File: config.mk
export PLATFORM = sky130hd
export DESIGN_NAME = ddr2_controller_dmaster_pkt_arbiter
export DESIGN_NICKNAME = d
export VERILOG_FILES = /design/src/rtl/ddr2_controller_dmaster_pkt_arbiter.sv
export SDC_FILE = /design/constraint.sdc
export NUM_CORES = 1
export LEC_CHECK = 0
export CAP_MARGIN = 15
export CELL_PAD_IN_SITES_DETAIL_PLACEMENT = 0
export CELL_PAD_IN_SITES_GLOBAL_PLACEMENT = 1
export CORE_MARGIN = 2
export CORE_UTILIZATION = 25
export CTS_CLUSTER_SIZE = 8
export DETAILED_ROUTE_END_ITERATION = 10
export GPL_ROUTABILITY_DRIVEN = 0
export HOLD_SLACK_MARGIN = 0.12
export PLACE_DENSITY = 0.65
export SYNTH_ARGS = -nofsm -noshare
export SYNTH_HDL_FRONTEND = slang
export SYNTH_SLANG_ARGS = --single-unit
File: constraint.sdc
create_clock -name clk -period 1.95 [get_ports clk]
set_input_delay 0.2925 -clock clk [delete_from_list [all_inputs] [get_ports clk]]
set_output_delay 0.2925 -clock clk [all_outputs]
set_load 0.005 [all_outputs]
File: src/rtl/ddr2_controller_dmaster_pkt_arbiter.sv
// Packet-atomic two-requester arbiter merging Avalon-ST streams onto one channelized source.
// Define DMASTER_ARB_FIXED_PRIO_EN for fixed priority (requester 0 wins); default is round-robin.
module ddr2_controller_dmaster_pkt_arbiter #(
    parameter int CHANNEL_W = 8
) (
    input  logic                 clk,
    input  logic                 reset_n,
    input  logic                 a_valid,
    output logic                 a_ready,
    input  logic [7:0]           a_data,
    input  logic                 a_startofpacket,
    input  logic                 a_endofpacket,
    input  logic                 b_valid,
    output logic                 b_ready,
    input  logic [7:0]           b_data,
    input  logic                 b_startofpacket,
    input  logic                 b_endofpacket,
    output logic                 out_valid,
    input  logic                 out_ready,
    output logic [7:0]           out_data,
    output logic [CHANNEL_W-1:0] out_channel,
    output logic                 out_startofpacket,
    output logic                 out_endofpacket,
    output logic                 err_nosop
);

    typedef enum logic {IDLE, LOCK} state_t;

    state_t     state, state_next;
    logic       grant, grant_next;
    logic       last_grant, last_grant_next;
    logic       sop_a, sop_b;
    logic       ready_g, accept, nosop;
    logic       sel_valid, sel_sop, sel_eop;
    logic [7:0] sel_data;

    assign sop_a     = a_valid && a_startofpacket;
    assign sop_b     = b_valid && b_startofpacket;
    assign sel_valid = grant ? b_valid         : a_valid;
    assign sel_data  = grant ? b_data          : a_data;
    assign sel_sop   = grant ? b_startofpacket : a_startofpacket;
    assign sel_eop   = grant ? b_endofpacket   : a_endofpacket;
    assign ready_g   = !out_valid || out_ready;

    always_comb begin
        state_next      = state;
        grant_next      = grant;
        last_grant_next = last_grant;
        a_ready         = 1'b0;
        b_ready         = 1'b0;
        accept          = 1'b0;
        nosop           = 1'b0;
        case (state)
            IDLE: begin
                // Beats outside a packet are swallowed so a stray source cannot stall the arbiter.
                a_ready = a_valid && !a_startofpacket;
                b_ready = b_valid && !b_startofpacket;
                nosop   = a_ready || b_ready;
                if (sop_a && sop_b) begin
`ifdef DMASTER_ARB_FIXED_PRIO_EN
                    grant_next = 1'b0;
`else
                    grant_next = !last_grant;
`endif
                    state_next = LOCK;
                end else if (sop_a) begin
                    grant_next = 1'b0;
                    state_next = LOCK;
                end else if (sop_b) begin
                    grant_next = 1'b1;
                    state_next = LOCK;
                end
            end
            LOCK: begin
                if (grant) begin
                    b_ready = ready_g;
                end else begin
                    a_ready = ready_g;
                end
                accept = sel_valid && ready_g;
                if (accept && sel_eop) begin
                    state_next      = IDLE;
                    last_grant_next = grant;
                end
            end
            default: state_next = IDLE;
        endcase
        if (!reset_n) begin
            a_ready = 1'b0;
            b_ready = 1'b0;
        end
    end

    always_ff @(posedge clk or negedge reset_n) begin
        if (!reset_n) begin
            state             <= IDLE;
            grant             <= 1'b0;
            last_grant        <= 1'b1;
            out_valid         <= 1'b0;
            out_data          <= '0;
            out_channel       <= '0;
            out_startofpacket <= 1'b0;
            out_endofpacket   <= 1'b0;
            err_nosop         <= 1'b0;
        end else begin
            state      <= state_next;
            grant      <= grant_next;
            last_grant <= last_grant_next;
            if (accept) begin
                out_valid         <= 1'b1;
                out_data          <= sel_data;
                out_channel       <= {{(CHANNEL_W-1){1'b0}}, grant};
                out_startofpacket <= sel_sop;
                out_endofpacket   <= sel_eop;
            end else if (out_ready) begin
                out_valid <= 1'b0;
            end
            if (nosop) begin
                err_nosop <= 1'b1;
            end
        end
    end

endmodule

# Word-level counts from Yosys, hierarchy flattened
# Cells that the tools add are included.
[classes]
n_mux = 22
bitwise_logic = 1
n_reduce_logical = 17
[ops]
columns = ["cell", "n"]
rows = [
  ["1-bit 2-to-1 mux", 18],
  ["8-bit 2-to-1 mux", 1],
  ["1-bit logical AND", 7],
  ["1-bit case mux with 2 select lines", 3],
  ["1-bit logical NOT", 4],
  ["2-bit AND reduction", 2],
  ["3-bit nonzero test", 1],
  ["1-bit logical OR", 2],
  ["2-bit nonzero test", 1],
  ["1-bit NOT", 1],
]
[totals]
regBits = 16
in_bits = 25
out_inout_bits = 22
elab_cells = 49

# Logic depth before layout (Yosys ltp)
[logic_depth]
word_depth = 6
ltp_mapped = 5
ltp_nobuf = 3

# Worst setup path before layout
# Ideal clock, no wire load.
[synth_path]
path_kind = "reg-to-reg"
start = "register grant"
end = "register out_channel[0]"
setup_ns = 0.125
t_arrival_ns = 1.328
required_ns = 1.825
path_slack_ns = 0.497
stages_incl_launch_ff = 6
path_buffers = 2
period_less_slack_ns = 1.453
path_cell_list = "dfrtp_1 > buf_6 > mux2_4 > nand3_4 > buf_8 > mux2_4"
[synth_between]
elab_chain_len = 3
[synth_rtl]
columns = ["item", "line_no", "rtl"]
rows = [
  ["from (decl)", "30", "logic grant, grant_next;"],
  ["from (signal assigned)", "107", "grant <= grant_next;"],
  ["1-bit 2-to-1 mux", "39", "assign sel_valid = grant ? b_valid : a_valid;"],
  ["1-bit logical AND", "80", "accept = sel_valid && ready_g;"],
  ["1-bit 2-to-1 mux", "53", "case (state)"],
  ["to (signal assigned)", "112", "out_channel <= {{(CHANNEL_W-1){1'b0}}, grant};"],
  ["to (decl)", "21", "output logic [CHANNEL_W-1:0] out_channel,"],
]
# Parallel ways exist; a longest one is shown, timed or not.
# A chain may end at the register's enable or synchronous reset.

# Worst setup path in the final report
[layout_path]
start = "input port a_valid"
end = "register out_data[0]"
[layout_between]
elab_chain_len = 3
[layout_rtl]
columns = ["item", "line_no", "rtl"]
rows = [
  ["from (decl)", "8", "input logic a_valid,"],
  ["1-bit 2-to-1 mux", "39", ""],
  ["1-bit logical AND", "80", ""],
  ["1-bit 2-to-1 mux", "53", ""],
  ["to (signal assigned)", "111", "out_data <= sel_data;"],
  ["to (decl)", "20", "output logic [7:0] out_data,"],
]
# Every way passes these cells.

==> reports/summary.log <==
[run] total of max-cap violations 0
[floorplan] die area 0.00420 sq mm
[drt] count of TritonRoute iterations in the first routing pass 4
[finish] # diodes 0
[finish] leading cell type in the layout, fill and taps excluded sky130_fd_sc_hd__clkdlybuf4s50_1
[sta] final clock period utilization by the worst path 0.832
[drt] final wirelength 2.04 mm
[setup_path] critical path class input pin to flop
[setup_path] maximum net fanout on the critical path 13
[yosys] fraction of synthesis flops using an asynchronous set or reset pin 1.00
[yosys] number of flip-flops and latches in the synthesized netlist 16
[clocking] Clk Tree Root Cell sky130_fd_sc_hd__clkbuf_8
[drt] antenna-violating nets left 0
[setup_path] worst-path cell with the longest stage delay sky130_fd_sc_hd__clkdlybuf4s50_1
[setup_path] crit end category flop
[finish] net total in the final layout 149
[grt] first-pass GRT wire length 3.28 mm
[grt] global-route total usage across every layer 0.0993
[sta] final hold violation count 0
[setup_path] path depth of the worst reg2reg path 3
[setup_path] r2r startpoint grant
[sta] Final Worst Setup Slack 0.327 ns
[yosys] Synth Instances 77
[drt] Vias/cell 4.12
[pwr] cell area power density 1280 mW/mm^2
[drt] total number of vias 705
[sta] Fmax achieved 616 MHz
[placed_design] HPWL after DPL 1.56 mm
[clocking] H-tree depth 1
[setup_path] worst path cell trace clkdlybuf4s50_1, buf_4, mux2_4, nand3_4, mux2_2
[floorplan] boundary pin count 47
[setup_path] stage delay of the slowest cell on the critical path 0.42 ns
[sta] setup repair after global routing missed its margin false
[clocking] clock tree from TritonCTS yes
[placed_design] input/output buffers 39
[clocking] clock buffer depth 2
[grt] maximum number of pins on one net before global-route repair 17
[clocking] cells resized by post-CTS repair 2
[yosys] Avg Cell Area, Syn 12.0 sq um
[finish] ratio of cells with drive above 1 in the final layout 0.293
[setup_path] Register-to-Register Setup Slack 0.39 ns
[sta] Post-Route Setup TNS 0 ns
[finish] Filler cells 373
[sta] time the final worst path needs with I/O delays and setup 1.62 ns
[hold_path] worst min-delay path class input pin to asynchronous set/reset pin
[sta] count of pins over their slew limit 0
[grt] via count of the first global-routing pass 701
[setup_path] critical path launch point type input pin
[yosys] total standard cell area after synthesis 925 sq um
[yosys] commonest register cell after synthesis sky130_fd_sc_hd__dfrtp_1
[floorplan] number of placement rows 22
[yosys] number of warning messages in the yosys log 0
[finish] layout overhead on the synthesized area 55.6%
[grt] global route total overflow 0
[setup_path] reg2reg end out_data[0]
[finish] register area 403 sq um
[setup_path] data required time of the worst path 2.08 ns
[floorplan] height of the die 64.8 microns
[clocking] clock latency on the worst-skew pair 0.24 ns
[floorplan] Die X 64.8 microns
[finish] commonest non-fill, non-tap cells in the layout 37 x sky130_fd_sc_hd__clkdlybuf4s50_1, 14 x sky130_fd_sc_hd__dfrtp_1, 11 x sky130_fd_sc_hd__mux2_2, 8 x sky130_fd_sc_hd__mux2_4, 8 x sky130_fd_sc_hd__buf_4
[setup_path] critical path data arrival time 1.75 ns
[sta] Worst Skew 0.00144 ns
[floorplan] Core Area 0.00361 sq mm
[drt] detailed-route DRC error count 0
[floorplan] Initial Util 0.256
[drt] mean routed wirelength per cell 11.9 microns
[sta] number of failing setup endpoints in the final timing report 0
[pwr] VDD IR-drop max 476 uV
[yosys] proportion of synthesized chip area in sequential cells 0.434
[pwr] Leakage 0.000650 uW
[finish] multi-input gate area in the final layout 464 sq um
[status] status finished, final reports clean
[clocking] clock-pin slew on the worst setup and hold paths 0.06 ns
[placed_design] DP Worst Slack -0.0140 ns
[yosys] number of distinct library cells after synthesis 26
[clocking] number of hold buffers added after cts 0
[grt] initial antenna violation count 0
[yosys] number of enable-type register cells in the synthesized netlist 0
[clocking] setup fix buffers added after clock tree synthesis 0
[clocking] Clock Sink Count 16
[drt] number of design-rule violations left by the first detailed-router iteration 26
[clocking] clock buffer count from CTS 3
[finish] post-layout util 0.399
[power by group]
group	internal, uW	switching [uW]
Sequential	503	132
Clock	144	107
Combinational	645	312
Total	1290	551
[flip-flops by register name, indices dropped and copies added, names as in the netlist]
register,count
out_data,8
err_nosop,1
grant,1
last_grant,1
out_channel,1
out_endofpacket,1
out_startofpacket,1
out_valid,1
state,1
[worst max-delay path: cells and delay by family]
| family | cells | cell delay, ns |
|---|---|---|
| simple gates | 1 | 0.23 |
| buf+inv | 2 | 0.58 |
| mux | 2 | 0.65 |
[logic make-up after synthesis]
kind of cell           after synthesis  share of synthesized area
flip-flops                          16                      0.434
AO/OA/AOI/OAI                       11                     0.0798
multiplexers                        20                      0.275
AND/OR/NAND/NOR                     15                      0.100
buffers and inverters               14                      0.107
other                                1                    0.00406
[cell usage after synthesis (2+ instances only)]
cell / instances / area, sq um
sky130_fd_sc_hd__nand2_1: 4 / 15.0
sky130_fd_sc_hd__a21oi_1: 3 / 15.0
sky130_fd_sc_hd__dfrtp_1: 15 / 375
sky130_fd_sc_hd__a31oi_1: 3 / 18.8
sky130_fd_sc_hd__nor3b_1: 2 / 15.0
sky130_fd_sc_hd__nor2_1: 2 / 7.51
sky130_fd_sc_hd__buf_4: 7 / 52.6
sky130_fd_sc_hd__mux2_4: 8 / 120
sky130_fd_sc_hd__mux2_2: 11 / 124
sky130_fd_sc_hd__nor2b_1: 4 / 25.0
sky130_fd_sc_hd__inv_1: 3 / 11.3
[routing by layer]
metal  routed length, microns  part of all wire  vias to the layer above  GRT usage
met2                     1030              0.50                       21      0.169
met5                        0                 0                        -          0
met4                       25             0.012                        0     0.0319
met3                       97             0.048                        2     0.0174
li1                         -                 -                      344          -
met1                      893              0.44                      338      0.127
[how the worst max path moves through the flow]
stage	cells past startpoint	to	slack (ns)	from
CTS	5	a_ready	0.002	a_valid
global route	5	out_data[0]	0.26	a_valid
floorplan	5	out_channel[0]	0.50	grant
global placement	5	b_ready	-0.03	b_valid
finish	5	out_data[0]	0.33	a_valid
detailed placement	5	b_ready	-0.01	b_valid
[area by class of cell]
type | count | area share
repair buffers | 47 | 0.317
flip-flops and latches | 16 | 0.280
well taps | 48 | 0.0417
inverters | 3 | 0.00783
multi-input cells | 53 | 0.323
clock buffers | 4 | 0.0313
[metrics by stage]
| stage | hold WS (ns) | cell area (sq um) | instances | total power (uW) |
|---|---|---|---|---|
| after floorplan | -0.00309 | 947 | 83 | 1190 |
| after global placement | 0.474 | 1370 | 167 | 1590 |
| after detailed placement | 0.471 | 1370 | 167 | 1600 |
| after CTS | 0.438 | 1420 | 171 | 1860 |
| after global routing | 0.457 | 1440 | 171 | 1970 |
| final | 0.418 | 1440 | 171 | 1840 |
Note: power is estimated with default switching activity, not from simulation.
